<file path="src/rtl/axi_read_arbiter_pkg.sv">
// Shared constants for the cache read-port arbiter: FSM encoding, AXI burst type, pointer helper.
package axi_read_arbiter_pkg;

    localparam logic [1:0] ST_IDLE    = 2'd0;
    localparam logic [1:0] ST_ADDR    = 2'd1;
    localparam logic [1:0] ST_DATA    = 2'd2;

    localparam logic [1:0] BURST_INCR = 2'b01;

    // Next round-robin position after idx, wrapping at n.
    function automatic int unsigned wrap_inc(input int unsigned idx, input int unsigned n);
        return (idx + 1 >= n) ? 0 : idx + 1;
    endfunction

endpackage

</file>
<file path="src/rtl/axi_read_arbiter_rr_pick.sv">
// Combinational round-robin pick: first asserted request at or after ptr, wrapping modulo N.
module rr_pick #(
    parameter int unsigned N = 2,
    parameter int unsigned W = 1
) (
    input  logic [N-1:0] req,
    input  logic [W-1:0] ptr,
    output logic [W-1:0] idx,
    output logic         any_req
);

    int unsigned cand;
    logic        found;

    always_comb begin
        idx     = '0;
        any_req = |req;
        cand    = 0;
        found   = 1'b0;
        for (int unsigned k = 0; k < N; k++) begin
            cand = 32'(ptr) + k;
            if (cand >= N) begin
                cand = cand - N;
            end
            if (!found && req[W'(cand)]) begin
                idx   = W'(cand);
                found = 1'b1;
            end
        end
    end

endmodule

</file>
<file path="src/rtl/axi_read_arbiter.sv">
// Shares one AXI read port among NUM_REQ cache requesters, one outstanding burst at a time,
// granted round-robin and held for the whole burst.
module axi_read_arbiter
    import axi_read_arbiter_pkg::*;
#(
    parameter int unsigned NUM_REQ = 2,
    parameter int unsigned ADDR_W  = 32,
    parameter int unsigned DATA_W  = 32,
    parameter int unsigned LEN_W   = 8,
    parameter int unsigned ID_W    = 1
) (
    input  logic                          ap_clk,
    input  logic                          reset,

    input  logic [NUM_REQ-1:0]            s_arvalid,
    output logic [NUM_REQ-1:0]            s_arready,
    input  logic [NUM_REQ*ADDR_W-1:0]     s_araddr,
    input  logic [NUM_REQ*LEN_W-1:0]      s_arlen,
    input  logic [NUM_REQ*3-1:0]          s_arsize,
    input  logic [NUM_REQ*2-1:0]          s_arburst,
    output logic [NUM_REQ-1:0]            s_rvalid,
    input  logic [NUM_REQ-1:0]            s_rready,
    output logic [DATA_W-1:0]             s_rdata,
    output logic [1:0]                    s_rresp,
    output logic                          s_rlast,

    output logic                          m_axi_arvalid,
    input  logic                          m_axi_arready,
    output logic [ADDR_W-1:0]             m_axi_araddr,
    output logic [LEN_W-1:0]              m_axi_arlen,
    output logic [2:0]                    m_axi_arsize,
    output logic [1:0]                    m_axi_arburst,
    output logic [ID_W-1:0]               m_axi_arid,
    input  logic                          m_axi_rvalid,
    output logic                          m_axi_rready,
    input  logic [DATA_W-1:0]             m_axi_rdata,
    input  logic [1:0]                    m_axi_rresp,
    input  logic                          m_axi_rlast,

    output logic [$clog2(NUM_REQ)-1:0]    grant_id,
    output logic                          busy
);

    localparam int unsigned IDX_W = $clog2(NUM_REQ);

    logic [1:0]       state_q,  state_d;
    logic [IDX_W-1:0] grant_q,  grant_d;
    logic [IDX_W-1:0] rr_ptr_q, rr_ptr_d;
    logic             busy_q,   busy_d;
    logic [IDX_W-1:0] pick_idx;
    logic             pick_any;
    logic             gnt_arvalid;
    logic             gnt_rready;

    rr_pick #(
        .N (NUM_REQ),
        .W (IDX_W)
    ) u_rr_pick (
        .req     (s_arvalid),
        .ptr     (rr_ptr_q),
        .idx     (pick_idx),
        .any_req (pick_any)
    );

    assign gnt_arvalid = s_arvalid[grant_q];
    assign gnt_rready  = s_rready[grant_q];

    // Address fields always follow the granted slice; only arvalid qualifies them.
    assign m_axi_araddr  = s_araddr[32'(grant_q) * ADDR_W +: ADDR_W];
    assign m_axi_arlen   = s_arlen[32'(grant_q) * LEN_W +: LEN_W];
    assign m_axi_arsize  = s_arsize[32'(grant_q) * 3 +: 3];
    assign m_axi_arburst = s_arburst[32'(grant_q) * 2 +: 2];
    assign m_axi_arid    = ID_W'(grant_q);

    assign s_rdata = m_axi_rdata;
    assign s_rresp = m_axi_rresp;
    assign s_rlast = m_axi_rlast;

    assign grant_id = grant_q;
    assign busy     = busy_q;

    always_comb begin
        state_d       = state_q;
        grant_d       = grant_q;
        rr_ptr_d      = rr_ptr_q;
        m_axi_arvalid = 1'b0;
        m_axi_rready  = 1'b0;
        s_arready     = '0;
        s_rvalid      = '0;

        case (state_q)
            ST_IDLE: begin
                if (pick_any) begin
                    grant_d = pick_idx;
                    state_d = ST_ADDR;
                end
            end
            ST_ADDR: begin
                m_axi_arvalid      = gnt_arvalid;
                s_arready[grant_q] = m_axi_arready;
                // A withdrawn request abandons the grant without moving the pointer.
                if (!gnt_arvalid) begin
                    state_d = ST_IDLE;
                end else if (m_axi_arready) begin
                    state_d = ST_DATA;
                end
            end
            ST_DATA: begin
                m_axi_rready      = gnt_rready;
                s_rvalid[grant_q] = m_axi_rvalid;
                if (m_axi_rvalid && gnt_rready && m_axi_rlast) begin
                    state_d  = ST_IDLE;
                    rr_ptr_d = IDX_W'(wrap_inc(32'(grant_q), NUM_REQ));
                end
            end
            default: state_d = ST_IDLE;
        endcase

        busy_d = (state_d != ST_IDLE);
    end

    always_ff @(posedge ap_clk or posedge reset) begin
        if (reset) begin
            state_q  <= ST_IDLE;
            grant_q  <= '0;
            rr_ptr_q <= '0;
            busy_q   <= 1'b0;
        end else begin
            state_q  <= state_d;
            grant_q  <= grant_d;
            rr_ptr_q <= rr_ptr_d;
            busy_q   <= busy_d;
        end
    end

endmodule

</file>
<file path="config.mk">
export PLATFORM = sky130hd
export DESIGN_NAME = axi_read_arbiter
export DESIGN_NICKNAME = d
export VERILOG_FILES = /design/src/rtl/axi_read_arbiter_pkg.sv /design/src/rtl/axi_read_arbiter_rr_pick.sv /design/src/rtl/axi_read_arbiter.sv
export SDC_FILE = /design/constraint.sdc
export NUM_CORES = 1
export LEC_CHECK = 0
export ABC_CLOCK_PERIOD_IN_PS = 3240
export CORE_AREA = 3 3 84 86
export DETAILED_ROUTE_END_ITERATION = 6
export DIE_AREA = 0 0 87 89
export HOLD_SLACK_MARGIN = 0.05
export PLACE_DENSITY = 0.73
export SYNTH_ARGS = -nofsm -noshare
export SYNTH_HDL_FRONTEND = slang
export SYNTH_SLANG_ARGS = --single-unit
</file>
<file path="constraint.sdc">
create_clock -name ap_clk -period 3.24 [get_ports ap_clk]
set_clock_uncertainty 0.15 [all_clocks]
set_input_delay 0.324 -clock ap_clk [delete_from_list [all_inputs] [get_ports ap_clk]]
set_output_delay 0.324 -clock ap_clk [all_outputs]
set_load 0.005 [all_outputs]
</file>
==> flow_metrics.tcl <==
set metrics [dict create \
    htree_levels 1 \
    regArea_sq_um 126 \
    cts_tree "done" \
    grt_pass1_vias 1143 \
    rrSetupSlack_ps 1440 \
    yosysWarnings 0 \
    synth_area_leaders "mux2_2, buf_4, dfrtp_1" \
    final.setup.tns_ps 0 \
    min_period_over_period_pct 76.1 \
    p_clk_share_pct 8.9 \
    avgViaCountPerCell 4.04 \
    max_slew_margin_pct 67.7 \
    power_frac_comb_pct 78.6 \
    vias 1267 \
    hold_viol_final 0 \
    fin_util_pct 39.3 \
    cts_made_buffers 3 \
    post-place-ws_ps 959 \
    final_antenna_net_count 0 \
    powerDensity_mw_per_mm2 510 \
    grt_usage_pct 9.21 \
    reg2reg_depth 4 \
    port_buffers 153 \
    clockBufferDepth 2 \
    p_leak_nw 0.949 \
    reg2reg_to "busy" \
    period_needed_ps 2460 \
    r2r_start "grant_id" \
    finalMaxSlewViolations 0 \
    vdd_drop_max_mv 0.281 \
    finalSetupViolations 0 \
    syn_area_per_cell_sq_um 9.16 \
    worst_slack_ps 776 \
    layout_commonest_cell "clkdlybuf4s50_1" \
    synth_cell_types 18 \
    yosys.area.top_type "mux2_2" \
    hpwl_um 3810 \
    postRouteWirelength_um 4400 \
    dieWidth_um 87 \
    cts-root-buf "clkbuf_8" \
    clk_latency_ps 220 \
    clkTransAtPathRegs_ps 30 \
    cp.arrival_ps 1990 \
    start_util_pct 17.5 \
    ys_seq_elements 5 \
    grt_overflow 0 \
    place_congestion 0.684 \
    core_region_area_sq_mm 0.00635 \
    intPower_w 0.000885 \
    post-route-drc-count 0 \
    fin_nets 371 \
    synth_area_sq_mm 0.00111 \
    cp-start-kind "register" \
    max_clock_freq_mhz 406 \
    final_cell_mix "clkdlybuf4s50_1, mux2_2, nor2_1, nand2_1, dfrtp_1" \
    area_delta_synth_final_pct 125 \
    swShare_pct 30.3 \
    syn-instance-count 121 \
    grt_setup_unrepaired "no" \
    crit_start "grant_id" \
    hold_buffers 0 \
    drv_cap 0 \
    outcome "finished, final reports clean" \
    wire_per_inst_um 14.0 \
    layout.cells.non_filler 314 \
    multi_input_area_sq_um 669 \
    sequentialPowerShare_pct 12.5 \
    p_switching_w 0.000385 \
    critPathRequiredTime_ps 2770 \
    drive_above_1_share_pct 21.1 \
    num_antenna_cells 0 \
    place_inst 310 \
    antenna_found_initial 0 \
    ys_seq_area_share_pct 11.3 \
    io_pins 222 \
    n_fill_cell 624 \
    die_y_um 89 \
    synth_top_area_share_pct 45.7 \
    cts_resized 0 \
    worstSetupEndpointType "output pin" \
    die_area_sq_mm 0.00774 \
    postCtsSetupRepairBufs 0 \
    grt_pass1_wl_um 5710 \
    first_pass_iters 4 \
    hold_class "in2async" \
    syn_nets 254 \
    clock_sinks 5 \
    grt_max_degree 36 \
    crit_type "reg2out" \
    row_count 29 \
    drt_iter0_drc 9 \
    worst_slew_pin_slew_ps 485 \
    crit_fanout 35 \
]
==> Yosys cell counts, drive strengths merged <==
library cell,instances
a21oi,1
a31oi,1
a41oi,1
and2b,1
and3,2
buf,42
dfrtp,5
inv,1
mux2,45
mux2i,2
nand2,5
nand3b,2
nor2,5
nor2b,3
o211ai,1
o21ai,3
o22a,1
==> power groups by stage <==
| stage | sequential (W) | combinational (W) | clock (W) |
|---|---|---|---|
| after global routing | 0.000168 | 0.00106 | 0.000123 |
| after global placement | 0.000162 | 0.00101 | 0 |
| final | 0.000159 | 0.000998 | 0.000113 |
| after CTS | 0.000163 | 0.00101 | 0.000118 |
| after floorplan | 0.000110 | 0.000517 | 0 |
| after detailed placement | 0.000164 | 0.00100 | 0 |
==> how the worst max path moves through the flow <==
| stage | to | cells past startpoint |
|---|---|---|
| after floorplan | m_axi_araddr[16] | 3 |
| after global placement | m_axi_araddr[14] | 3 |
| after detailed placement | m_axi_araddr[14] | 3 |
| after CTS | m_axi_araddr[14] | 3 |
| after global routing | m_axi_rready | 4 |
| final | m_axi_araddr[14] | 3 |
==> critical path, stage by stage (launching register included) <==
cell             delay (ps)
dfrtp_2                 660
buf_12                  280
mux2_2                  380
clkdlybuf4s50_1         450
==> state kept, by name, summed over array words and instances, names as in the netlist <==
register,count
busy,1
rr_ptr_q,1
grant_id,1
state_q,2
==> area by class of cell <==
cell class | instances | area share, %
Inverter | 1 | 0.151
Timing Repair Buffer | 154 | 62.2
Clock buffer | 4 | 1.81
Tap cell | 77 | 3.87
Multi-Input combinational cell | 73 | 26.9
Sequential cell | 5 | 5.07
==> metal layers <==
metal	global-route usage [%]	up-vias	share of wire [%]
li1	-	620	-
met1	10.7	548	37
met2	16.2	99	48
met3	3.41	0	15
met4	1.84	0	0
met5	0	-	0
==> logic make-up after synthesis <==
family	synth area share (%)
mux	47.5
buf+inv	28.3
simple gates	8.24
compound gates	4.63
flops	11.3
==> per-stage QoR <==
stage               power, W  hold slack (ps)  area (sq um)
floorplan           0.000628            -47.5          1110
global placement     0.00117              373          2450
detailed placement   0.00117              374          2450
CTS                  0.00129              162          2490
global route         0.00136              176          2490
finish               0.00127              156          2490
No activity file was read; power rests on OpenSTA's default activity.
